**src/rtl/imm_extend_pipe.sv**
```systemverilog
// Immediate extender with a 2-entry result buffer and valid/ready handshakes on both sides.
// Define IMM_EXTEND_LUI_EN to give mode 11 upper-immediate placement; otherwise mode 11 is flagged via out_err.
module imm_extend_pipe #(
  parameter int IN_W  = 16,
  parameter int OUT_W = 32
) (
  input  logic             clock,
  input  logic             reset,
  input  logic             in_valid,
  output logic             in_ready,
  input  logic [IN_W-1:0]  in_imm,
  input  logic [1:0]       in_mode,
  output logic             out_valid,
  input  logic             out_ready,
  output logic [OUT_W-1:0] out_data,
  output logic             out_err,
  output logic [1:0]       occupancy
);

  localparam int EXT_W = OUT_W - IN_W;

  logic [OUT_W-1:0] zext;
  logic [OUT_W-1:0] sext;
  logic [OUT_W-1:0] ext_data;
  logic             ext_err;

  logic [1:0]       occ_q, occ_d;
  logic [OUT_W-1:0] head_data_q, head_data_d;
  logic             head_err_q, head_err_d;
  logic [OUT_W-1:0] tail_data_q, tail_data_d;
  logic             tail_err_q, tail_err_d;

  logic push;
  logic pop;

  always_comb begin
    zext     = {{EXT_W{1'b0}}, in_imm};
    sext     = {{EXT_W{in_imm[IN_W-1]}}, in_imm};
    ext_data = zext;
    ext_err  = 1'b0;
    case (in_mode)
      2'b00: ext_data = zext;
      2'b01: ext_data = sext;
      2'b10: ext_data = {sext[OUT_W-3:0], 2'b00};
      default: begin
`ifdef IMM_EXTEND_LUI_EN
        ext_data = {in_imm, {EXT_W{1'b0}}};
        ext_err  = 1'b0;
`else
        ext_data = zext;
        ext_err  = 1'b1;
`endif
      end
    endcase
  end

  assign in_ready  = (occ_q != 2'd2) & ~reset;
  assign out_valid = (occ_q != 2'd0);
  assign out_data  = head_data_q;
  assign out_err   = head_err_q;
  assign occupancy = occ_q;

  assign push = in_valid & in_ready;
  assign pop  = out_valid & out_ready;

  // The head register doubles as the output, so it keeps its last value once drained.
  always_comb begin
    occ_d       = occ_q;
    head_data_d = head_data_q;
    head_err_d  = head_err_q;
    tail_data_d = tail_data_q;
    tail_err_d  = tail_err_q;
    case (occ_q)
      2'd0: begin
        if (push) begin
          head_data_d = ext_data;
          head_err_d  = ext_err;
          occ_d       = 2'd1;
        end
      end
      2'd1: begin
        if (push && pop) begin
          head_data_d = ext_data;
          head_err_d  = ext_err;
        end else if (push) begin
          tail_data_d = ext_data;
          tail_err_d  = ext_err;
          occ_d       = 2'd2;
        end else if (pop) begin
          occ_d = 2'd0;
        end
      end
      2'd2: begin
        if (pop) begin
          head_data_d = tail_data_q;
          head_err_d  = tail_err_q;
          occ_d       = 2'd1;
        end
      end
      default: occ_d = 2'd0;
    endcase
  end

  always_ff @(posedge clock) begin
    if (reset) begin
      occ_q       <= 2'd0;
      head_data_q <= '0;
      head_err_q  <= 1'b0;
      tail_data_q <= '0;
      tail_err_q  <= 1'b0;
    end else begin
      occ_q       <= occ_d;
      head_data_q <= head_data_d;
      head_err_q  <= head_err_d;
      tail_data_q <= tail_data_d;
      tail_err_q  <= tail_err_d;
    end
  end

endmodule

```
**config.mk**
```make
export PLATFORM = sky130hd
export DESIGN_NAME = imm_extend_pipe
export DESIGN_NICKNAME = d
export VERILOG_FILES = /design/src/rtl/imm_extend_pipe.sv
export SDC_FILE = /design/constraint.sdc
export NUM_CORES = 1
export LEC_CHECK = 0
export ABC_CLOCK_PERIOD_IN_PS = 1500
export CAP_MARGIN = 25
export CELL_PAD_IN_SITES_DETAIL_PLACEMENT = 0
export CELL_PAD_IN_SITES_GLOBAL_PLACEMENT = 1
export CORE_ASPECT_RATIO = 0.6
export CORE_MARGIN = 5
export CORE_UTILIZATION = 32
export CTS_CLUSTER_DIAMETER = 120
export CTS_CLUSTER_SIZE = 24
export DETAILED_ROUTE_END_ITERATION = 10
export GPL_TIMING_DRIVEN = 0
export PLACE_DENSITY_LB_ADDON = 0.1
export SYNTH_ARGS = -nofsm -noshare
export SYNTH_HDL_FRONTEND = slang
export SYNTH_SLANG_ARGS = --single-unit
export TNS_END_PERCENT = 50
```
**constraint.sdc**
```tcl
create_clock -name clock -period 1.5 [get_ports clock]
set_input_delay 0.15 -clock clock [delete_from_list [all_inputs] [get_ports clock]]
set_output_delay 0.15 -clock clock [all_outputs]
set_load 0.02 [all_outputs]
```
==> summary.txt <==
Worst setup path
  • Crit-path leading delay family: buffers and inverters
  • Crit path depth: 1
  • Setup CP Type: register to output port
  • Crit-path cells: clkdlybuf4s50_1
  • Critical Path Slowest Stage Cell: clkdlybuf4s50_1
  • Worst Path Buf+Inv: 1
  • Largest stage delay, worst path: ~0.61 ns
  • CP required: between 1 and 1.5 ns
  • CP Max Fanout: 9
  • Worst EP arrival: 1.31 ns
  • Startpoint types: register
  • Critical Path Sink Type: output port
  • R2r worst-path depth: 5

Timing
  • Slew Viols, Final: 0
  • Final setup fails: 0
  • Skew final: a little under 0.009 ns
  • Min Clock Period, post-route: between 1 and 1.5 ns
  • Worst slew pin tran: 0.6257 ns
  • Max_slew headroom: 58.29%
  • Final Hold Fails: 0
  • Fmax: between 600 and 700 MHz
  • Final TNS setup: 0 ns
  • Fin crit share: a little over nine tenths

Yosys
  • Post-Synth XOR/XNOR Area: 0%
  • Yosys reg bits: 40
  • Synth top area share: 37.87%
  • Main synth FF type: dfxtp_1
  • Area leader, netlist: dfxtp_1
  • Synth cell count leaders: 40 x dfxtp_1, 33 x nor2_1, 26 x nand2_1, 21 x a21oi_1, 18 x buf_4
  • Most common cell in the netlist: dfxtp_1
  • Main combinational cell family by area after synthesis: simple AND/OR/NAND/NOR gates
  • Sequential fraction of the synthesis area: 37.87%
  • Post-synthesis compound-gate area fraction: a little over a fifth
  • Post-Synth Simple-Gate Area: 26.45%
  • Mapped Nets: ~270
  • Syn Std Cell Area: approximately 2100 sq um
  • Count of yosys warnings during synthesis: 0
  • Ys async rst share: 0%
  • Post-synthesis cell type count: 37
  • Synth Area per Inst: roughly 8.6 sq um
  • Post-synthesis instance total: approximately 250
  • Mux cell area share after synthesis: under 10%
  • Top cells by area, synth: dfxtp_1 38%, buf_4 6.4%, nor2_1 5.9%, a21oi_1 5.0%, a22o_1 5.0%
  • Area share of fa/ha/maj cells after synthesis: under 10%
  • Number of synthesized flops with an enable pin: 0

Final layout
  • NumNets Final: 344
  • Fillers: roughly 630
  • Non-Filler Instances: between 400 and 500
  • Final core occ: ~49%
  • Diodes inserted: 0
  • Fraction of layout cells with a size suffix above 1: 26.33%
  • Area growth, synth to finish: 45.03%

Route
  • Final wirelength: around 6400 um
  • WL per Instance: between 15 and 20 um
  • Vias/cell: between 4 and 5
  • Post-route ant nets: 0
  • Drt pass-1 iters: 4
  • Remaining DRCs: 0
  • Via Count: approximately 1,900
  • Iteration-0 DRC Markers: between 70 and 80

Pwr
  • Switching power: around 0.74 mW
  • Clk pwr share: between 30 and 40%
  • Pint: around 1.8 mW
  • VDD IR max: between 0.0003 and 0.0004 V
  • Leakage: 1.262 nW
  • Reg power frac: approximately 44%
  • Power Dens Cells: ~840 nW/um^2
  • Gate power share: 24.7%
  • Switching Share: 28.88%
  • Power Total: roughly 2.6 mW

GRT
  • Global Route Usage Sum: between 10 and 15%
  • Grt ovf: 0
  • Vias in the first global route: approximately 1,800
  • Pin count of the biggest net entering global routing: 17
  • Initial antenna violation count: 0
  • First-pass GRT wire length: 9653 um

Clock tree
  • Clock latency on the worst-skew pair: 0.30 ns
  • Root buf cell: clkbuf_8
  • Max Buffers Root-to-Sink: 2
  • CTS tree: yes
  • Clk pin slew, worst setup/hold paths: 0.08 ns
  • Clock sink count: 40
  • H-tree Lvls: 2
  • CTS buffer count: 5

Die
  • Die W: ~110 um
  • Core area: around 6300 sq um
  • IO Count: 59
  • Initial core utilization: ~34%
  • Chip height: 72.97 um
  • Core Rows: 22
  • Die area: about 8400 sq um

Place
  • DP Wirelength: 4585 um
  • Placed insts: around 390
  • Gpl congestion: between 0.7 and 0.8
  • IO Port Bufs: 57

Worst hold path
  • Worst Hold Class: input port to register
  • Worst hold path depth: 2

Job
  • Maximum capacitance violations: 0

Outcome
  • Outcome: finished, final reports clean
registers in the layout, indices dropped and copies added (netlist names):
register / flops
occupancy: 2
out_data: 18
out_err: 1
tail_data_q: 18
tail_err_q: 1
timing repair:
item,4_1_cts,5_1_grt
gates cloned,1,1
resized for setup,42,15
endpoints found under the setup margin,54,27
pin swaps,1,4
buffers inserted,1,6
endpoints found under the hold margin,0,0
hold buffers,0,0
layout make-up:
| class | instances | area, sq um | area share, % |
|---|---|---|---|
| Sequential cell | 40 | 812.0 | 26.48 |
| Multi-Input combinational cell | 173 | 1159 | 37.78 |
| Timing Repair Buffer | 65 | 631.9 | 20.60 |
| Buffer | 32 | 255.2 | 8.323 |
| Inverter | 2 | 7.507 | 0.2448 |
| Tap cell | 84 | 105.1 | 3.427 |
| Clock buffer | 7 | 96.34 | 3.142 |
through the flow:
stage	hold WS [ns]	area, sq um	setup WS (ns)
final	0.1203	3067	0.03931
after global routing	0.1282	3067	-0.004330
after CTS	0.1152	2942	-0.009650
after detailed placement	0.4353	2803	-0.7323
after global placement	0.4275	2803	-0.7579
after floorplan	0.2975	2127	0.02992
layout by cell type, fill, tap and decap left out, types with 10 or more instances in the layout:
cell	synthesis	layout
and2_1	12	12
a22o_1	12	12
nor2_1	33	32
buf_4	18	25
dfxtp_1	40	37
clkdlybuf4s50_1	0	36
a21oi_1	21	20
nor3_2	10	10
dlygate4sd2_1	0	18
nand2_1	26	26
power by group through the flow:
stage | Sequential, mW | Combinational, mW | Clock (mW)
final | 1.13 | 0.633 | 0.795
after CTS | 1.13 | 0.603 | 0.814
after global placement | 1.16 | 0.608 | 0
after detailed placement | 1.16 | 0.607 | 0
after global routing | 1.14 | 0.677 | 0.870
after floorplan | 1.19 | 0.313 | 0
logic make-up after synthesis:
family,count (synthesis)
AOI/OAI and AO/OA,62
buffers and inverters,35
and+or+nand+nor,103
DFF,40
adders and majority gates,3
muxes,4
final timing paths:
| path | from | to | slack [ns] |
|---|---|---|---|
| setup / recovery | occupancy[1] | occupancy[1] | 0.04 |
| hold / removal | reset | out_data[0] | 0.12 |
| setup reg to reg | occupancy[1] | out_data[12] | 0.07 |
| hold reg to reg | tail_data_q[15] | tail_data_q[15] | 0.45 |
metal layers:
metal / vias to the layer above / part of all wire [%] / global-route usage (%)
li1: 983 / - / -
met1: 878 / 52 / 22.08
met2: 71 / 38 / 20.96
met3: 7 / 9.0 / 4.225
met4: 0 / 0.89 / 3.516
met5: - / 0 / 0
Power figures use the tool's default switching activity.
